[config.mk]
export PLATFORM = sky130hd
export DESIGN_NAME = serial_adder
export DESIGN_NICKNAME = d
export VERILOG_FILES = /design/src/rtl/serial_adder.sv
export SDC_FILE = /design/constraint.sdc
export NUM_CORES = 1
export LEC_CHECK = 0
export CORE_MARGIN = 2
export CORE_UTILIZATION = 50
export CTS_CLUSTER_SIZE = 20
export DETAILED_ROUTE_END_ITERATION = 16
export HOLD_SLACK_MARGIN = 0.06
export PLACE_DENSITY = 0.79
export SYNTH_ARGS = -nofsm -noshare
export SYNTH_HDL_FRONTEND = slang
export SYNTH_SLANG_ARGS = --single-unit
[constraint.sdc]
create_clock -name CLK -period 1.8 [get_ports CLK]
set_input_delay 0.36 -clock CLK [delete_from_list [all_inputs] [get_ports CLK]]
set_output_delay 0.36 -clock CLK [all_outputs]
set_load 0.1 [all_outputs]
[src/rtl/serial_adder.sv]
// Bit-serial adder/subtractor: one full-adder step per clock, LSB first.
// Operands are captured on the accepting edge and the result is published on DONE.
module serial_adder #(
  parameter int WIDTH = 8
) (
  input  logic             CLK,
  input  logic             RST,
  input  logic             START,
  input  logic [WIDTH-1:0] A,
  input  logic [WIDTH-1:0] B,
  input  logic             CIN,
  input  logic             SUB,
  output logic             BUSY,
  output logic             DONE,
  output logic [WIDTH-1:0] S,
  output logic             COUT,
  output logic             OVF
);

  localparam int CNT_W = $clog2(WIDTH) + 1;

  typedef enum logic [1:0] {
    ST_IDLE,
    ST_SHIFT,
    ST_DONE
  } state_t;

  state_t state, state_nx;

  logic [WIDTH-1:0] a_reg;
  logic [WIDTH-1:0] b_reg;
  logic             carry;
  logic [CNT_W-1:0] cnt;
  logic             last_bit;
  logic [1:0]       fa;

  // Returns {carry_out, sum} of a single-bit full adder.
  function automatic logic [1:0] full_add(input logic a, input logic b, input logic c);
    return {(a & b) | (a & c) | (b & c), a ^ b ^ c};
  endfunction

  assign last_bit = (cnt == CNT_W'(WIDTH - 1));
  assign fa       = full_add(a_reg[0], b_reg[0], carry);
  assign BUSY     = (state == ST_SHIFT);
  assign DONE     = (state == ST_DONE);

  always_ff @(posedge CLK) begin
    if (RST) state <= ST_IDLE;
    else     state <= state_nx;
  end

  always_comb begin
    state_nx = state;
    case (state)
      ST_IDLE:  if (START) state_nx = ST_SHIFT;
      ST_SHIFT: if (last_bit) state_nx = ST_DONE;
      ST_DONE:  state_nx = ST_IDLE;
      default:  state_nx = ST_IDLE;
    endcase
  end

  // a_reg doubles as the result register: each sum bit enters at the MSB
  // as the consumed operand bit leaves at the LSB.
  always_ff @(posedge CLK) begin
    if (RST) begin
      a_reg <= '0;
      b_reg <= '0;
      carry <= 1'b0;
      cnt   <= '0;
      S     <= '0;
      COUT  <= 1'b0;
      OVF   <= 1'b0;
    end else begin
      case (state)
        ST_IDLE: begin
          if (START) begin
            a_reg <= A;
            b_reg <= SUB ? ~B : B;
            carry <= CIN ^ SUB;
            cnt   <= '0;
          end
        end
        ST_SHIFT: begin
          a_reg <= {fa[0], a_reg[WIDTH-1:1]};
          b_reg <= {1'b0, b_reg[WIDTH-1:1]};
          carry <= fa[1];
          cnt   <= cnt + CNT_W'(1);
          if (last_bit) begin
            S    <= {fa[0], a_reg[WIDTH-1:1]};
            COUT <= fa[1];
            OVF  <= carry ^ fa[1];
          end
        end
        default: ;
      endcase
    end
  end

endmodule

# Yosys cells after proc, flatten, opt, wreduce, memory -nomap -nowiden
# Index checks and enable logic that the tools add are counted.
# Widths: inputs -> output; s select.
[totals] inputBits=21 register_bits=33
[classes] eq_ne=5 reduce_logical=5 addsub=1 n_mux=12 bitwise=10
[ops] op="$pmux 8 s2" n=2
[ops] op="$mux 8" n=3
[ops] op="$not 8->8" n=1
[ops] op="$pmux 4 s2" n=1
[ops] op="$reduce_and 2->1" n=3
[ops] op="$add 4x1->4 const B" n=1
[ops] op="$eq 4x3->1 const B" n=1
[ops] op="$mux 2" n=2
[ops] op="$mux 4" n=1
[ops] op="$pmux 2 s2" n=1
[ops] op="$xor 1x1->1" n=4
[ops] op="$and 1x1->1" n=3
[ops] op="$eq 2x1->1 const B" n=1
[ops] op="$eq 2x2->1 const B" n=1
[ops] op="$logic_not 2->1" n=1
[ops] op="$ne 2x1->1 const B" n=1
[ops] op="$ne 2x2->1 const B" n=1
[ops] op="$or 1x1->1" n=2
[ops] op="$pmux 1 s2" n=1
[ops] op="$reduce_bool 2->1" n=1
[ops] op="$mux 1" n=1

# Depth between registers and ports, before layout
[logic_depth] depth_word=4 ltp_mapped=6

# Worst setup path before layout
# Ideal clock, no wire load.
[synth_timing] path_kind="reg-to-output" start="reg state[0]" end="out DONE" arrival_time_ps=1931 required_ps=1440 path_slack_ps=-491 path_stages_with_launch=4 path_cell_list="dfxtp_1 -> buf_2 -> buf_2 -> nor2_1"
[synth_between] elab_chain_cells=1
[synth_rtl] element="start, declared" line_no="28" text="state_t state, state_nx;"
[synth_rtl] element="start signal, assigned" line_no="49" text="else state <= state_nx;"
[synth_rtl] element="$eq 2x2->1" line_no="45" text="assign DONE = (state == ST_DONE);"
[synth_rtl] element="end, declared" line_no="14" text="output logic DONE,"
# No other way between the ends.

# Final worst setup path
[layout_timing] start="reg state[1]" end="out BUSY"
[layout_between] elab_chain_cells=1
[layout_rtl] element="$eq 2x1->1" line_no="44" text="assign BUSY = (state == ST_SHIFT);"
[layout_rtl] element="end, declared" line_no="13" text="output logic BUSY,"
# No other way between the ends.

==> impl_metrics.yaml <==
critical_path:
  end_kind: "primary output"
  cp_num_cells: 3
  cpPeakStageDelay_ns: 0.38
  cp.required_ns: 1.44
  worstPathMaxFanout: 12
  cp.arrival_ns: 1.34
  cp_cell_sequence: "nand2b_1 > inv_4 > buf_12"
  crit_path_start_kind: "register"
  crit_slowest_cell: "dfxtp_2"
  worst-path-buf-inv: 2
  critPathTopFamily: "flip-flops"
  reg2regPathDepth: 4
  worstSetupPathType: "reg2out"
grt:
  met1_usage_pct: 24.83
  antenna_found_initial: 0
  grt-busiest-layer: "met2"
  overflow: 0
  grt_use_total_pct: 22.47
  grt_pass1_vias: 1347
  grt_start_max_net_pins: 25
  grt_util_met2_pct: 37.83
  grt_pass1_wl_um: 5837
  grt_util_met3_pct: 6.769
finish:
  final_cells: 233
  layout_commonest_cell: "dfxtp_1"
  fillers: 233
  drive_gt1_share_pct: 21.00
  antenna_cells: 0
  area_delta_synth_final_pct: 36.64
  fin_nets: 222
  final_cell_mix: "dfxtp_1 (32), clkdlybuf4s50_1 (20), a21oi_1 (19), o21ai_0 (15)"
  post-route-util_pct: 70.50
  multi_input_area_um2: 793.3
  regArea_um2: 661.9
power_and_ir_drop:
  seqPwrFrac_pct: 49.2
  ir_drop_mv: 0.7046
  swShare_pct: 24.39
  power_frac_comb_pct: 15.0
  p_switching_mw: 0.3943
  clock_power_share_pct: 35.8
  p_int_mw: 1.222
  cellPowerDensity_nw_per_um2: 770.1
  finalPower_mw: 1.617
  power.leakage_nw: 0.7506
placement:
  dp_hpwl_um: 2605
  gp_congestion: 0.7860
  post-place-cells: 225
  place_ws_ns: 0.1030
  io_buffer_count: 32
clock_tree:
  cts_root_buffer: "clkbuf_4"
  cts_setup_buffers: 0
  path_clk_slew_ns: 0.10
  htreeDepth: 2
  cts_tree: "yes"
  insertion_delay_ns: 0.34
  clock_sink_count: 33
  clock_path_buffers: 2
  cts_buffers: 5
timing:
  fin_skew_ns: 0.004155
  worstMarginPinSlew_ns: 0.4040
  fin_ws_ns: 0.1011
  tns_ns: 0
  fmax_mhz: 588.6
  rsz0062_at_grt: "no"
  finalSetupViolations: 0
  slew_headroom_pct: 73.05
  post-route-min-period_ns: 1.699
  hold_viol_final: 0
  period_share_pct: 94.38
  slew_violations: 0
logic_synthesis:
  syn_area_um2: 1536
  yosys_warnings: 0
  yosys.area.top_type_share_pct: 43.00
  synth_fp_nets: 189
  avgSynthCellArea_um2: 9.256
  synth-seq-cells: 33
  yosysTopAreaCell: "dfxtp_1"
  synth_area_leaders: "dfxtp_1 (43%), o22ai_2 (6.5%), a21oi_1 (6.2%)"
  synth_cells: 166
  synth_cell_type_count: 35
  synth_seq_area_share_pct: 43.00
floorplan:
  top_level_ports: 33
  die_h_um: 59.44
  start_util_pct: 51.60
  num_rows: 20
  die_area_um2: 3533
  die_w_um: 59.44
  core_um2: 2978
routing:
  remaining_drc_errors: 0
  wl_per_cell_um: 15.22
  via_per_inst: 6.026
  drt_first_pass_iters: 4
  wirelength_um: 3547
  drt-initial-drc-count: 57
  ant_nets: 0
  num_vias: 1404
worst_hold_path:
  holdPathStages: 2
  hp-class: "reg2reg"
job:
  drv_cap: 0
outcome:
  outcome: "finished, final reports clean"
power groups by stage:
stage | Clock [mW] | Sequential (mW) | Combinational [mW]
5_1_grt | 0.623 | 0.801 | 0.264
6_report | 0.579 | 0.796 | 0.242
4_1_cts | 0.591 | 0.796 | 0.242
3_3_place_gp | 0 | 0.809 | 0.229
3_5_place_dp | 0 | 0.812 | 0.240
2_1_floorplan | 0 | 0.802 | 0.156
path summary, 6_finish.rpt:
check            from   end  slack, ns
max reg2reg    cnt[0]   OVF       0.26
min          a_reg[5]  S[4]       0.50
min reg2reg  a_reg[5]  S[4]       0.50
max          state[1]  BUSY       0.10
worst min-delay path, delay by kind of cell, from the launching register on:
family,cells,cell delay [ns]
compound gates,1,0.05
flops,1,0.34
simple gates,1,0.07
logic make-up after synthesis:
family,after synthesis,synth area share [%]
AO/OA/AOI/OAI,69,31.11
XOR/XNOR,10,5.701
adder cells (fa/ha/maj),2,2.117
buffers and inverters,18,5.863
flip-flops,33,43.00
AND/OR/NAND/NOR,34,12.22
area by class of cell:
class                           instances  area share, %
Tap cell                               33          1.967
Timing Repair Buffer                   40          23.84
Multi-Input combinational cell        115          37.78
Clock buffer                            7          2.622
Sequential cell                        33          31.53
Clock inverter                          1          1.430
Inverter                                4         0.8343
through the flow:
stage	instance area, µm²	hold WS (ns)
global route	2100	0.5095
floorplan	1544	0.4484
detailed placement	2011	0.4841
CTS	2100	0.4917
global placement	2011	0.4789
finish	2100	0.5047
repair_timing:
| item | CTS | global route |
|---|---|---|
| resized for setup | 2 | 0 |
| endpoints found under the setup margin | 1 | 0 |
| hold buffers | 0 | 0 |
metal layers:
| metal | share of wire [%] | vias up | wire length (µm) |
|---|---|---|---|
| met5 | 0 | - | 0 |
| met4 | 4.0 | 0 | 142 |
| met3 | 7.4 | 15 | 261 |
| met2 | 49 | 57 | 1744 |
| met1 | 39 | 654 | 1398 |
| li1 | - | 678 | - |
Yosys cell counts (all sizes together):
| cell | instances |
|---|---|
| o21ai | 17 |
| fa | 1 |
| or3 | 1 |
| o21a | 1 |
| ha | 1 |
| xor2 | 1 |
| a21oi | 19 |
| o21ba | 1 |
| or4 | 1 |
| o31ai | 7 |
| nand4b | 1 |
| inv | 4 |
| dfxtp | 33 |
| a22oi | 9 |
| nand2 | 2 |
| a221oi | 1 |
| nor2 | 5 |
| nand2b | 8 |
| a31oi | 1 |
| nand3 | 12 |
| o221a | 1 |
| buf | 9 |
| nor3 | 3 |
| clkbuf | 5 |
| o22ai | 8 |
| xnor2 | 9 |
| a211oi | 1 |
| o21bai | 1 |
| a311oi | 1 |
| and4b | 1 |
| o211a | 1 |
No activity file was read; power rests on OpenSTA's default activity.
